**config.mk**
```make
export PLATFORM = sky130hd
export DESIGN_NAME = bcd_scan_decoder
export DESIGN_NICKNAME = d
export VERILOG_FILES = /design/src/rtl/bcd_scan_decoder.sv
export SDC_FILE = /design/constraint.sdc
export NUM_CORES = 1
export LEC_CHECK = 0
export ABC_AREA = 1
export CORE_UTILIZATION = 45
export CTS_CLUSTER_SIZE = 24
export DETAILED_ROUTE_END_ITERATION = 8
export HOLD_SLACK_MARGIN = 0.08
export PLACE_DENSITY_LB_ADDON = 0.25
export SYNTH_ARGS = -nofsm -noshare
export SYNTH_HDL_FRONTEND = slang
export SYNTH_SLANG_ARGS = --single-unit
```
**constraint.sdc**
```tcl
create_clock -name clk -period 1.92 [get_ports clk]
set_input_delay 0.288 -clock clk [delete_from_list [all_inputs] [get_ports clk]]
set_output_delay 0.288 -clock clk [all_outputs]
set_load 0.01 [all_outputs]
```
**src/rtl/bcd_scan_decoder.sv**
```systemverilog
// Scanned BCD display driver: latches DIGITS packed BCD digits and time-multiplexes them onto
// one shared one-hot decimal bus. Optional leading-zero blanking is enabled by BCD_SCAN_BLANK_EN.
`timescale 1ns/1ps
module bcd_scan_decoder #(
  parameter int DIGITS = 4,
  parameter int DWELL  = 4
) (
  input  logic                clk,
  input  logic                rst_n,
  input  logic                load_valid,
  output logic                load_ready,
  input  logic [4*DIGITS-1:0] bcd_in,
  output logic [9:0]          dec_out,
  output logic [DIGITS-1:0]   dig_sel,
  output logic                invalid,
  output logic                err_sticky,
  output logic                frame_done,
  output logic                dbg_state
);

  localparam int IDX_W = (DIGITS > 1) ? $clog2(DIGITS) : 1;
  localparam int CNT_W = (DWELL > 1) ? $clog2(DWELL) : 1;
  localparam logic [IDX_W-1:0] IDX_MAX = IDX_W'(DIGITS - 1);
  localparam logic [CNT_W-1:0] CNT_MAX = CNT_W'(DWELL - 1);

  typedef enum logic {IDLE = 1'b0, SCAN = 1'b1} state_t;

  state_t              state_q;
  logic [4*DIGITS-1:0] shadow_q;
  logic [IDX_W-1:0]    idx_q;
  logic [CNT_W-1:0]    cnt_q;
  logic                err_q;

  logic                scan;
  logic                blank;
  logic                accept;
  logic [3:0]          cur_digit;

  // Handshake: a word transfers on any rising edge where load_valid && load_ready; load_ready
  // rises only in IDLE or on the last cycle of a frame, and an unaccepted offer is simply dropped.
  always_comb begin
    scan       = (state_q == SCAN);
    cur_digit  = shadow_q[4*idx_q +: 4];
    frame_done = scan && (idx_q == IDX_MAX) && (cnt_q == CNT_MAX);
    load_ready = !scan || frame_done;
    accept     = load_valid && load_ready;
`ifdef BCD_SCAN_BLANK_EN
    blank = (idx_q != '0) && ((shadow_q >> (4*idx_q)) == '0);
`else
    blank = 1'b0;
`endif
    dig_sel    = scan ? (DIGITS'(1) << idx_q) : '0;
    invalid    = scan && !blank && (cur_digit > 4'd9);
    dec_out    = (scan && !blank && (cur_digit <= 4'd9)) ? (10'b1 << cur_digit) : '0;
    err_sticky = err_q;
    dbg_state  = state_q;
  end

  always_ff @(posedge clk) begin
    if (!rst_n) begin
      state_q  <= IDLE;
      shadow_q <= '0;
      idx_q    <= '0;
      cnt_q    <= '0;
      err_q    <= 1'b0;
    end else if (accept) begin
      state_q  <= SCAN;
      shadow_q <= bcd_in;
      idx_q    <= '0;
      cnt_q    <= '0;
      err_q    <= 1'b0;
    end else if (scan) begin
      if (invalid) err_q <= 1'b1;
      if (cnt_q == CNT_MAX) begin
        cnt_q <= '0;
        idx_q <= (idx_q == IDX_MAX) ? '0 : idx_q + IDX_W'(1);
      end else begin
        cnt_q <= cnt_q + CNT_W'(1);
      end
    end
  end

endmodule

```
---- Word-level counts from Yosys, hierarchy flattened ----
Index checks and enable logic that the tools add are counted.
word-level totals
  register bits after elaboration ......... 22
  bits of input ports ..................... 19
  output and inout port bits .............. 19
  logic and storage cells ................. 29
cells by class
  $add $sub $neg .......................... 2
  magnitude comparators ................... 2
  equality and inequality tests ........... 2
  shift operators ......................... 3
  mux-type cells .......................... 4
  bitwise gates (word level) .............. 1
  reduce and logical (&&, ||, !) cells .... 10
operator list
  kind                  number
  $shiftx 16x5->4       1
  $mux 10               1
  $shl 1x4->10 const A  1
  $logic_and 1x1->1     5
  $add 2x1->2 const B   2
  $eq 2x2->1 const B    2
  $gt 4x4->1 const B    1
  $le 4x4->1 const B    1
  $mux 2                2
  $mux 4                1
  $reduce_and 2->1      2
  $shl 1x2->4 const A   1
  $reduce_or 2->1       1
  $logic_not 1->1       1
  $logic_or 1x1->1      1
  $not 1->1             1

---- Logic depth before layout (Yosys ltp) ----
  word-level depth ........................ 6
  gate-level depth with buffers ........... 9
  depth with buffers taken out ............ 8

---- Worst setup path before layout ----
No wires, ideal clock.
  path type ............................... register to output
  start point ............................. register idx_q[0]
  end point ............................... output dec_out[0]
  arrival ................................. 1.218 ns
  data required time ...................... 1.632 ns
  path slack .............................. 0.414 ns
  cell stages (with the launch flop) ...... 9
  buffers on the path ..................... 0
  cells stage by stage .................... dfxtp_1 > inv_2 > nand2_1 > nand3_1 > nand2_1 > nand2_1 > nand2_1 > nand2_2 > nor2_1
on the way
  longest elaborated chain between the ends .. 4
  elaborated cells on any way between the ends .. 5
  classes of those cells .................. 1 x order compare; 2 x shift; 1 x mux; 1 x reduce/logical
ends and longest elaborated chain
  element                   RTL line  source
  start: declaration        30        logic [IDX_W-1:0] idx_q;
  start signal: assignment  76        idx_q <= (idx_q == IDX_MAX) ? '0 : idx_q + IDX_W'(1);
  $shiftx 16x5->4 *         43        cur_digit = shadow_q[4*idx_q +: 4];
  $le 4x4->1                54        dec_out = (scan && !blank && (cur_digit <= 4'd9)) ? (10'b1 << cur_digit) : '0;
  $logic_and 1x1->1         54
  $mux 10 *                 54
  end: declaration          13        output logic [9:0] dec_out,
Every way passes the cells marked *; elsewhere a longest branch is shown, timed or not.

---- Worst setup path in the final report ----
  start point ............................. register idx_q[0]
  end point ............................... output dec_out[5]
Same word-level chain as after synthesis.

==> Implementation_results.wiki <==
{| class="wikitable"
! Metric !! Value
|-
| Setup Viol. Count Final || 11
|-
| Seq cells post-synth || 22
|-
| Antenna cells || 0
|-
| Largest cells by area after synthesis || dfxtp_1 (38%), nor2_1 (14%), nand2_1 (11%), nand3_1 (6.5%), ha_1 (5.4%)
|-
| Post-layout min period || 1990 ps
|-
| Dpl hpwl || 2210 µm
|-
| TritonCTS clock tree || done
|-
| First-iteration detailed-routing DRC count || 23
|-
| Total global routing overflow || 0
|-
| Overall routed net length || 3960 µm
|-
| Number of nets in the layout || 255
|-
| Fill cells || 149
|-
| Clock Latency Late Sink || 320 ps
|-
| Post-synthesis area per instance || 6.63 µm²
|-
| CTS Buffer Depth || 2
|-
| Post-Synthesis Net Count || 198
|-
| Worst Max-Slew Pin Slew || 524 ps
|-
| H-tree levels || 1
|-
| Placement row count || 17
|-
| Final Hold Viols || 0
|-
| CP Max Fanout || 7
|-
| Initial DRT Pass Iterations || 4
|-
| Port Buf Inserts || 37
|-
| Cell area after synthesis || 1150 µm²
|-
| Share of final-layout standard cells stronger than drive strength 1 || 0.357
|-
| Placed Area || 1650 µm²
|-
| Library cell occupying the most area in the post-synthesis netlist || dfxtp_1
|-
| Clock Sink Count || 22
|-
| Number of antenna violations at the first check in global routing || 0
|-
| DIE HEIGHT || 52.6 µm
|-
| RSZ-0062 raised after global routing || true
|-
| Count of different cell masters after synthesis || 21
|-
| Data required, critical path || 1630 ps
|-
| Count of synthesis-stage warnings from yosys || 0
|-
| Violations in the final reports || setup timing
|-
| Highest cell delay on the worst timing path || 430 ps
|-
| Worst EP arrival || 1700 ps
|-
| Area growth from synthesis to final layout || 62.1%
|-
| Hold/Removal Path Class || flip-flop to flip-flop
|-
| Die area || 2770 µm²
|-
| MaxCap Viol Count || 0
|-
| Fmax achieved || 503 MHz
|-
| Post-detailed-route via-to-cell ratio || 5.41
|-
| Largest clock skew in the final design || 5.83 ps
|-
| Gr usage total || 0.242
|-
| Sequential-to-total area share from yosys stat || 0.382
|-
| Wire length of the first global-routing pass || 4910 µm
|-
| Power density over the cells || 550 nW/µm²
|-
| Clk pin slew, worst setup/hold paths || 120 ps
|-
| Master of the slowest instance on the critical path || dfxtp_4
|-
| Worst-case vdd ir drop || 0.512 mV
|-
| Leakage power of the design || 0.862 nW
|-
| Worst-path cell chain || inv_4 > nand2_2 > nand3_2 > buf_4 > a21oi_4 > nand3_1 > nor2_1 > buf_2
|-
| Initial core utilization || 0.498
|-
| Slew Limit Headroom || 0.650
|-
| Type of the setup path with the least slack || flip-flop to output port
|-
| Die extent in x || 52.6 µm
|-
| Post-route antenna net violation count || 0
|-
| Critical Path Sink Type || output port
|-
| Via Count || 1397
|-
| Final GP Congestion || 0.770
|-
| DRC errors left || 0
|-
| Aggregate negative setup slack || -267 ps
|-
| Post-route design area || 1870 µm²
|-
| Status || finished with violations
|-
| Hold-fix buffers at CTS || 0
|-
| Via count of the first global-routing pass || 1198
|-
| Root buf cell || clkbuf_4
|-
| Maximum number of pins on one net before global-route repair || 19
|-
| Final max-slew violation count || 0
|-
| Wire length per cell after detailed routing || 15.3 µm
|-
| Boundary Pins || 38
|-
| CTS buffer count || 3
|-
| Area inside the core boundary || 2320 µm²
|-
| Worst hold margin || 459 ps
|-
| Sort of element at the start of the critical path || flip-flop
|-
| Fraction of synthesized cell area taken by the top area cell type || 0.382
|-
| Gate count of the mapped netlist || 174
|-
| Final Cycle Share || 1.03
|-
| Setup slack after layout || -66.6 ps
|}
## placed cells by master (no fill, tap or decap), types with 2 or more instances in the layout
master,netlist,routed
a21oi_1,8,7
buf_2,1,11
buf_4,1,13
buf_6,2,7
clkbuf_4,0,3
clkdlybuf4s50_1,0,20
dfxtp_1,22,19
dfxtp_2,0,2
dlygate4sd2_1,0,3
ha_1,5,5
inv_1,11,10
inv_4,0,2
nand2_1,33,18
nand2_2,3,9
nand2_4,0,10
nand3_1,15,6
nand3_2,0,8
nor2_1,43,37
nor2_2,0,4
nor2_4,0,2
nor3_1,2,2
o21ai_0,11,10
o21ai_1,7,7
o21ai_2,1,2
## metal layers
metal / global-route usage / part of all wire
met5: 0 / 0
met2: 0.481 / 0.54
met3: 0.0348 / 0.038
met1: 0.251 / 0.39
met4: 0.0789 / 0.028
## registers in the layout, indices dropped and copies added (netlist names)
| register | cells |
|---|---|
| idx_q | 2 |
| shadow_q | 16 |
| dbg_state | 1 |
| cnt_q | 2 |
| err_sticky | 1 |
## per-stage QoR
stage | instances | total power, mW | worst slack, ps | util
after floorplan | 174 | 0.623 | 414 | -
after global placement | 251 | 0.711 | -136 | 0.712
after detailed placement | 251 | 0.721 | -188 | 0.712
after CTS | 256 | 0.970 | -108 | 0.737
after global routing | 258 | 1.08 | -102 | 0.807
final | 258 | 1.03 | -66.6 | 0.807
## where the power goes
part           switching [mW]  leakage (nW)  internal (mW)
registers              0.0253         0.183          0.485
clock network           0.143        0.0210          0.116
logic                   0.142         0.659          0.117
## critical path, delay by kind of cell, from the launching register on
| kind | cells | cell delay [ps] |
|---|---|---|
| AND/OR/NAND/NOR | 4 | 400 |
| flip-flops | 1 | 430 |
| buffers and inverters | 3 | 380 |
| AO/OA/AOI/OAI | 1 | 160 |
## layout make-up
class / instances / area (µm²) / share of cell area
inverter: 15 / 67.6 / 0.0361
clock buffer: 4 / 36.3 / 0.0194
sequential: 22 / 447 / 0.239
tap: 28 / 35.0 / 0.0187
timing repair buffer: 57 / 485 / 0.260
multi-input combinational: 132 / 800 / 0.427
## synth_stat cells
| cell | count |
|---|---|
| a21oi_1 | 8 |
| a21oi_2 | 1 |
| buf_2 | 1 |
| buf_4 | 1 |
| buf_6 | 2 |
| clkbuf_1 | 2 |
| clkinv_2 | 1 |
| dfxtp_1 | 22 |
| ha_1 | 5 |
| inv_1 | 11 |
| inv_2 | 3 |
| nand2_1 | 33 |
| nand2_2 | 3 |
| nand3_1 | 15 |
| nand4_1 | 1 |
| nor2_1 | 43 |
| nor3_1 | 2 |
| o21a_1 | 1 |
| o21ai_0 | 11 |
| o21ai_1 | 7 |
| o21ai_2 | 1 |
## worst paths after layout
kind / startpoint / endpoint / cells after the start / slack [ps]
hold reg to reg: err_sticky / err_sticky / 2 / 460
setup reg to reg: idx_q[0] / shadow_q[0] / 8 / 140
hold / removal: err_sticky / err_sticky / 2 / 460
setup / recovery: idx_q[0] / dec_out[5] / 8 / -70
## logic make-up (layout without fill, tap and decap cells)
kind of cell	Yosys count	in the layout	synth area share
buffers and inverters	21	76	0.0868
and+or+nand+nor	97	98	0.343
DFF	22	22	0.382
AOI/OAI and AO/OA	29	29	0.134
adders and majority gates	5	5	0.0542
## what timing repair did
| item | CTS | global route |
|---|---|---|
| setup endpoints to repair | 17 | 12 |
| pin swaps | 6 | 12 |
| cloned | 0 | 1 |
| buffers inserted | 1 | 1 |
| gates resized for setup | 60 | 56 |
(Power assumes the default switching activity.)
